$ cat config.mk
export PLATFORM = sky130hd
export DESIGN_NAME = delay_line_ctrl
export DESIGN_NICKNAME = d
export VERILOG_FILES = /design/src/rtl/delay_line_ctrl_pkg.sv /design/src/rtl/delay_line_ctrl_ptr.sv /design/src/rtl/delay_line_ctrl.sv
export SDC_FILE = /design/constraint.sdc
export NUM_CORES = 1
export LEC_CHECK = 0
export CORE_UTILIZATION = 30
export CTS_CLUSTER_SIZE = 8
export DETAILED_ROUTE_END_ITERATION = 10
export PLACE_DENSITY = 0.58
export SLEW_MARGIN = 10
export SYNTH_ARGS = -nofsm -noshare
export SYNTH_HDL_FRONTEND = slang
export SYNTH_SLANG_ARGS = --single-unit
$ cat constraint.sdc
create_clock -name clk -period 6.9 [get_ports clk]
set_clock_uncertainty 0.05 [all_clocks]
set_input_delay 2.07 -clock clk [delete_from_list [all_inputs] [get_ports clk]]
set_output_delay 2.07 -clock clk [all_outputs]
set_load 0.03 [all_outputs]
$ cat src/rtl/delay_line_ctrl_pkg.sv
// rtl/delay_line_ctrl_pkg.sv - shared state encoding for the delay-line sequencer
package delay_line_ctrl_pkg;

    localparam int ST_W = 2;

    typedef enum logic [ST_W-1:0] {
        ST_IDLE  = 2'd0,
        ST_CLEAR = 2'd1,
        ST_FILL  = 2'd2,
        ST_RUN   = 2'd3
    } state_t;

endpackage

$ cat src/rtl/delay_line_ctrl_ptr.sv
// rtl/delay_line_ctrl_ptr.sv - wrapping address counter with clear and enable
// Ports: clk, rst (sync, active-high), clr (force 0), en (advance),
//        cnt (current value), cnt_inc (cnt + 1 modulo 2**A_WIDTH)
module delay_ptr #(
    parameter int A_WIDTH = 9
) (
    input  logic               clk,
    input  logic               rst,
    input  logic               clr,
    input  logic               en,
    output logic [A_WIDTH-1:0] cnt,
    output logic [A_WIDTH-1:0] cnt_inc
);

    // Natural overflow of the A_WIDTH-bit add gives the modulo wrap.
    assign cnt_inc = cnt + A_WIDTH'(1);

    always_ff @(posedge clk) begin
        if (rst || clr) begin
            cnt <= '0;
        end else if (en) begin
            cnt <= cnt_inc;
        end
    end

endmodule

$ cat src/rtl/delay_line_ctrl.sv
// rtl/delay_line_ctrl.sv - address/enable sequencer for the signal-delay RAM datapath
// Ports: clk, rst (sync, active-high); start/stop pulses; sample_en strobe;
//        cfg_valid/cfg_delay/cfg_ready delay-update handshake;
//        wr_enable/wr_addr/wr_zero and rd_enable/rd_addr drive the dual-port RAM;
//        out_valid flags valid RAM dout; busy and state_o report the sequencer state.
module delay_line_ctrl
    import delay_line_ctrl_pkg::*;
#(
    parameter int A_WIDTH       = 9,
    parameter int D_WIDTH       = 8,
    parameter int DEFAULT_DELAY = 64
) (
    input  logic               clk,
    input  logic               rst,
    input  logic               start,
    input  logic               stop,
    input  logic               sample_en,
    input  logic               cfg_valid,
    input  logic [A_WIDTH-1:0] cfg_delay,
    output logic               cfg_ready,
    output logic               wr_enable,
    output logic [A_WIDTH-1:0] wr_addr,
    output logic               wr_zero,
    output logic               rd_enable,
    output logic [A_WIDTH-1:0] rd_addr,
    output logic               out_valid,
    output logic               busy,
    output logic [ST_W-1:0]    state_o
);

    localparam logic [A_WIDTH-1:0] LAST_ADDR = '1;
    localparam logic [A_WIDTH-1:0] RST_DELAY = A_WIDTH'(DEFAULT_DELAY);

    // The sample path lives in the datapath; D_WIDTH only has to be sane.
    if (D_WIDTH < 1 || DEFAULT_DELAY < 1 || DEFAULT_DELAY >= (2 ** A_WIDTH)) begin : g_param_check
        $error("delay_line_ctrl: bad D_WIDTH or DEFAULT_DELAY for this A_WIDTH");
    end

    state_t             state;
    state_t             state_n;
    logic [A_WIDTH-1:0] ptr;
    logic [A_WIDTH-1:0] ptr_inc;
    logic               ptr_clr;
    logic               ptr_en;
    logic [A_WIDTH-1:0] fill_cnt;
    logic [A_WIDTH-1:0] fill_inc;
    logic [A_WIDTH-1:0] delay_q;
    logic [A_WIDTH-1:0] cfg_delay_eff;
    logic               cfg_xfer;

    // Shared between the CLEAR sweep and the sample write pointer.
    delay_ptr #(
        .A_WIDTH (A_WIDTH)
    ) u_ptr (
        .clk     (clk),
        .rst     (rst),
        .clr     (ptr_clr),
        .en      (ptr_en),
        .cnt     (ptr),
        .cnt_inc (ptr_inc)
    );

    // A zero delay would make the read alias the same-cycle write.
    assign cfg_delay_eff = (cfg_delay == '0) ? A_WIDTH'(1) : cfg_delay;
    assign cfg_xfer      = cfg_valid && cfg_ready && !stop;
    assign fill_inc      = (fill_cnt == LAST_ADDR) ? LAST_ADDR : fill_cnt + A_WIDTH'(1);
    assign state_o       = state;

    always_comb begin
        state_n = state;
        ptr_clr = 1'b0;
        ptr_en  = 1'b0;
        if (stop) begin
            state_n = ST_IDLE;
        end else begin
            unique case (state)
                ST_IDLE: begin
                    if (start) begin
                        state_n = ST_CLEAR;
                        ptr_clr = 1'b1;
                    end
                end
                ST_CLEAR: begin
                    // ptr tracks the address currently on wr_addr.
                    if (ptr == LAST_ADDR) begin
                        state_n = ST_FILL;
                        ptr_clr = 1'b1;
                    end else begin
                        ptr_en = 1'b1;
                    end
                end
                ST_FILL: begin
                    if (sample_en) begin
                        ptr_en = 1'b1;
                        if (fill_inc == delay_q) begin
                            state_n = ST_RUN;
                        end
                    end
                end
                ST_RUN: begin
                    if (sample_en) begin
                        ptr_en = 1'b1;
                    end
                    if (cfg_xfer) begin
                        state_n = ST_FILL;
                    end
                end
                default: begin
                    state_n = ST_IDLE;
                end
            endcase
        end
    end

    always_ff @(posedge clk) begin
        if (rst) begin
            state     <= ST_IDLE;
            fill_cnt  <= '0;
            delay_q   <= RST_DELAY;
            cfg_ready <= 1'b1;
            busy      <= 1'b0;
            wr_enable <= 1'b0;
            wr_addr   <= '0;
            wr_zero   <= 1'b0;
            rd_enable <= 1'b0;
            rd_addr   <= '0;
            out_valid <= 1'b0;
        end else begin
            state     <= state_n;
            busy      <= (state_n != ST_IDLE);
            cfg_ready <= (state_n == ST_IDLE) || (state_n == ST_RUN);
            wr_enable <= 1'b0;
            wr_zero   <= 1'b0;
            rd_enable <= 1'b0;
            // RAM dout is valid one cycle after the read strobe, unless the
            // line is being stopped underneath it.
            out_valid <= rd_enable && !stop;
            if (!stop) begin
                unique case (state)
                    ST_IDLE: begin
                        if (cfg_xfer) begin
                            delay_q <= cfg_delay_eff;
                        end
                        if (start) begin
                            wr_enable <= 1'b1;
                            wr_zero   <= 1'b1;
                            wr_addr   <= '0;
                        end
                    end
                    ST_CLEAR: begin
                        if (ptr == LAST_ADDR) begin
                            fill_cnt <= '0;
                        end else begin
                            wr_enable <= 1'b1;
                            wr_zero   <= 1'b1;
                            wr_addr   <= ptr_inc;
                        end
                    end
                    ST_FILL: begin
                        if (sample_en) begin
                            wr_enable <= 1'b1;
                            wr_addr   <= ptr;
                            fill_cnt  <= fill_inc;
                        end
                    end
                    ST_RUN: begin
                        if (sample_en) begin
                            wr_enable <= 1'b1;
                            rd_enable <= 1'b1;
                            wr_addr   <= ptr;
                            // Uses the delay in force before any same-cycle update.
                            rd_addr   <= ptr - delay_q;
                        end
                        if (cfg_xfer) begin
                            delay_q  <= cfg_delay_eff;
                            fill_cnt <= '0;
                        end
                    end
                    default: begin
                        fill_cnt <= fill_cnt;
                    end
                endcase
            end
        end
    end

endmodule

After elaboration in Yosys (flattened, before gate mapping)
Cells that the tools add are included.
- $add $sub $neg: 3
- equal/unequal tests: 13
- muxes and demuxes: 27
- bitwise gates (word level): 2
- reductions and logical operators: 19
- operator list (kind ; count):
    $mux W9 ; 8
    $pmux W9 S3 ; 2
    $add A9 B1 Y9 const B ; 2
    $eq A9 B9 Y1 const B ; 2
    $mux W2 ; 6
    $ne A2 B2 Y1 const B ; 5
    $eq A9 B9 Y1 ; 1
    $logic_not A9 Y1 ; 1
    $sub A9 B9 Y9 ; 1
    $pmux W2 S4 ; 1
    $eq A2 B2 Y1 const B ; 3
    $mux W1 ; 6
    $pmux W1 S2 ; 3
    $reduce_and A3 Y1 ; 2
    $reduce_or A2 Y1 ; 3
    $reduce_and A5 Y1 ; 1
    $logic_not A2 Y1 ; 2
    $reduce_and A4 Y1 ; 1
    $logic_and A1 B1 Y1 ; 3
    $pmux W1 S3 ; 1
    $reduce_bool A3 Y1 ; 1
    $reduce_or A3 Y1 ; 1
    $eq A2 B1 Y1 const B ; 1
    $logic_or A1 B1 Y1 ; 2
    4 further kinds ; 5
- register bits after elaboration: 53
- bits of input ports: 15
- output and inout bits: 26
- logic and storage cells: 76

Logic depth before layout (Yosys ltp)
- depth in word-level cells: 9
- mapped depth: 13
- gate-level depth less buffers: 13

Hierarchy
Synthesis repeated with hierarchy kept, for this count alone.
- cell total of the unflattened synthesis: 402
- area total of the unflattened synthesis: 3188.1 µm²
- by module, submodules not included (module ; times used ; cells each ; area each (µm²) ; seq. area each (µm²)):
    delay_line_ctrl ; 1 ; 341 ; 2693.8 ; 880.8
    delay_ptr ; 1 ; 61 ; 494.2 ; 180.2

Least setup slack after synthesis
Ideal clock, no wire load.
- kind: input -> register
- from: input port stop
- to: register cfg_ready
- setup time: 0.117 ns
- arrival time: 3.341 ns
- data required time: 6.733 ns
- slack: 3.392 ns
- cell stages on the path: 8
- path buffers: 0
- cell sequence: nand3b_1 -> a21oi_1 -> a211o_1 -> a21boi_0 -> o2bb2ai_1 -> or2_1 -> ha_1 -> nand2b_1
- longest elaborated chain between the ends: 7
- elaborated cells between the ends (all ways): 8
- those cells by class: eq/ne (1); mux (3); reduce/logical (4)
- RTL lines (what ; RTL line ; RTL):
    start, declared ; delay_line_ctrl.sv:16 ; input logic stop,
    $logic_not A1 Y1 ; n/a ;
    $logic_and A1 B1 Y1 ; delay_line_ctrl.sv:65 ; assign cfg_xfer = cfg_valid && cfg_ready && !stop;
    $mux W2 ; delay_line_ctrl.sv:104 ; if (cfg_xfer) begin
    $pmux W2 S4 ; delay_line_ctrl.sv:76 ; unique case (state)
    $mux W2 * ; delay_line_ctrl.sv:73 ; if (stop) begin
    $eq A2 B2 Y1 / $logic_not A2 Y1 (equally long branches) ; delay_line_ctrl.sv:131 ; cfg_ready <= (state_n == ST_IDLE) || (state_n == ST_RUN);
    $logic_or A1 B1 Y1 * ; delay_line_ctrl.sv:131 ;
    end signal, assigned ; delay_line_ctrl.sv:131 ;
    end, declared ; delay_line_ctrl.sv:20 ; output logic cfg_ready,
Mark *: on every way between the ends. The rest lies on a longest branch, timed or not.
A chain may end at the register's enable or synchronous reset.

Worst setup path after layout
Ends and elaborated chain as after synthesis.

==> results.cfg <==
[grt]
grt_overflow_total = 0
grt_max_degree = 33
grt.total_usage_pct = 16.0
grt_pass1_vias = 2808
grt_first_pass_wirelength_um = 14300
grt_antenna_before_repair = 0

[floorplanning]
dieHeight_um = 105
die-width_um = 105
core_area_mm2 = 0.0103
ios = 41
start_util_pct = 30.8
rows = 37
dieArea_mm2 = 0.0110

[layout]
syn_to_final_growth_pct = 17.2
drive_gt1_share_pct = 3.46
fill_cells = 1070
utilization_pct = 36.1
nets = 466
fin_area_mm2 = 0.00373
diodes = 0

[worst_setup_path]
cp_slowest_cell = clkdlybuf4s50_1
rr_endpoint = cfg_ready
critPathMaxStageDelay_ps = 720
cp_cell_sequence = clkdlybuf4s50_1 > nand3b_1 > a21oi_1 > a211o_1 > a21boi_0 > o2bb2ai_1 > or2_1 > ha_1 > nand2b_1
arrival_ps = 4320
critPathBufInv = 1
rrSetupSlack_ps = 3730
end_kind = flop
critPathKind = in2reg
worstSetupStartpointType = primary input
cp.required_ps = 7050
timing.rr.start = u_ptr.cnt[0]
r2r_cells = 13
cp_top_family = compound AO/OA/AOI/OAI gates
crit_fanout = 13

[min_path]
hold-path-endpoint = rd_addr[3]
hold_path_depth = 2
hp-class = reg2reg
hold_start = rd_addr[3]

[logic_synthesis]
synth_edf_count = 0
netlist_area_mm2 = 0.00318
synth_nets = 440
yosysWarnings = 0
synth_area_leaders = dfxtp_1, ha_1, a21oi_1, nand2_1, nor2_1
ys_ff_latch = 53
ys.flop_type = dfxtp_1
yosys.area.top_type = dfxtp_1
synth_cells = 407
async_flop_share_pct = 0
synthDominantCellAreaShare_pct = 33.3
avgSynthCellArea_um2 = 7.82
synth.distinct_cells = 59
yosysSeqAreaShare_pct = 33.3

[sta]
worstMarginPinSlew_ps = 883
slew_headroom_pct = 40.7
post-route-min-period_ps = 4170
max_freq_mhz = 240
setup_slack_ps = 2730
rsz0062_at_grt = no
final_hold_viol_count = 0
finalSetupTns_ps = 0
setup_violations = 0
layout_worst_path_cycle_share_pct = 60.4
slew_violations = 0

[routing]
vias = 2975
drc_errors = 0
wire_per_inst_um = 14.9
antenna_left = 0
drtPass1Iterations = 4
routed_wl_um = 8500
drt-initial-drc-count = 159
viasPerCell = 5.22

[power]
totalPowerFinal_uw = 552
powerDensity_mw_per_mm2 = 148
vdd_ir_drop_max_v = 0.0000786
p_leak_nw = 1.27

[cts]
clock_path_buffers = 2
cts_hold_buf = 0
cts_tree = done
post_cts_resized = 0
cts-root-buf = clkbuf_8
clkTransAtPathRegs_ps = 90
numCtsBuffers = 5
clock_latency_ps = 300
cts.sinks = 53
cts_setup_buffers = 0
h-tree-depth = 2

[run]
cap_violations = 0

[place]
place_ws_ps = 2420
gp_congestion = 0.869
hpwl_um = 6360
place_area_mm2 = 0.00365
io_buffers = 40

[status]
status = finished clean
-- cell type report --
type	count	area, µm²	area share, %
tap	136	170	4.56
timing repair buffer	41	408	10.9
sequential	53	1060	28.5
clock buffer	8	80.1	2.15
multi-input combinational	309	1920	51.6
inverter	23	86.3	2.32
-- routing by layer --
layer | share of wire, % | GRT usage (%) | up-vias
li1 | - | - | 1515
met1 | 54 | 24.0 | 1382
met2 | 42 | 23.8 | 68
met3 | 3.5 | 2.12 | 10
met4 | 1.1 | 3.92 | 0
met5 | 0 | 0 | -
-- registers in the layout, indices dropped and copies added (netlist names), 2 cells and up --
register	cells
delay_q	9
rd_addr	9
state_o	2
fill_cnt	9
u_ptr.cnt	9
wr_addr	9
-- worst reg2reg max path, stage by stage (launching register included) --
cell and delay, ps:
dfxtp_1 400, ha_1 290, and3_1 210, and3_1 190, and3_1 180, ha_1 220, nor2b_1 210, a21oi_1 110
a211o_1 330, a21boi_0 150, o2bb2ai_1 170, or2_1 230, ha_1 280, nand2b_1 50
-- power breakdown --
part,switching [mW],total [mW],leakage (nW),internal (mW)
clock network,0.101,0.174,0.0395,0.0725
logic,0.0359,0.0629,0.799,0.0270
registers,0.00576,0.315,0.428,0.310
total,0.143,0.552,1.27,0.409
-- worst max path at each step --
stage,start,end,slack [ps],depth (start not counted)
finish,stop,cfg_ready,2730,9
global route,stop,cfg_ready,2560,9
CTS,stop,cfg_ready,2730,9
detailed placement,stop,cfg_ready,2420,9
global placement,stop,cfg_ready,2500,9
floorplan,stop,cfg_ready,3390,8
-- cell families after synthesis --
| group | Yosys count | share of synthesized area (%) |
|---|---|---|
| adder cells (fa/ha/maj) | 18 | 7.31 |
| buffers and inverters | 45 | 6.21 |
| AO/OA/AOI/OAI | 119 | 23.9 |
| XOR/XNOR | 12 | 3.30 |
| flip-flops | 53 | 33.3 |
| AND/OR/NAND/NOR | 159 | 25.6 |
| multiplexers | 1 | 0.315 |
-- layout by cell type (no fill, tap or decap), types with 3 or more instances in the layout --
| cell type | Yosys | layout |
|---|---|---|
| dfxtp_1 | 53 | 53 |
| nand2_1 | 42 | 42 |
| a21oi_1 | 40 | 40 |
| clkdlybuf4s50_1 | 0 | 40 |
| nor2_1 | 32 | 32 |
| inv_1 | 23 | 23 |
| o21ai_0 | 23 | 23 |
| ha_1 | 17 | 17 |
| nor3_1 | 13 | 13 |
| nand3_1 | 12 | 12 |
| a211oi_1 | 9 | 9 |
| nand3b_1 | 9 | 9 |
| or3_1 | 9 | 9 |
| nor2b_1 | 8 | 8 |
| xnor2_1 | 8 | 8 |
| a22oi_1 | 8 | 8 |
| and3_1 | 6 | 6 |
| nand4_1 | 6 | 6 |
| o211ai_1 | 5 | 5 |
| clkbuf_8 | 0 | 5 |
| xor2_1 | 4 | 4 |
| a211o_1 | 4 | 4 |
| or2_2 | 4 | 4 |
| o31ai_1 | 4 | 4 |
| o21a_1 | 4 | 4 |
| nor3b_1 | 3 | 3 |
| a22o_1 | 3 | 3 |
| clkbuf_1 | 15 | 3 |
-- through the flow --
step | hold WS [ps] | instances
3_3_place_gp | 391 | 562
3_5_place_dp | 405 | 562
4_1_cts | 420 | 570
6_report | 418 | 570
2_1_floorplan | 412 | 407
5_1_grt | 450 | 570
-- synth_stat cells, types with 5 or more instances --
cell type,instances
nor2b_1,8
o211ai_1,5
a22oi_1,8
o21ai_0,23
nand4_1,6
nand3_1,12
dfxtp_1,53
nor2_1,32
a211oi_1,9
nand3b_1,9
xnor2_1,8
nand2_1,42
nor3_1,13
and3_1,6
ha_1,17
clkbuf_1,15
a21oi_1,40
inv_1,23
or3_1,9
(Power assumes the default switching activity.)
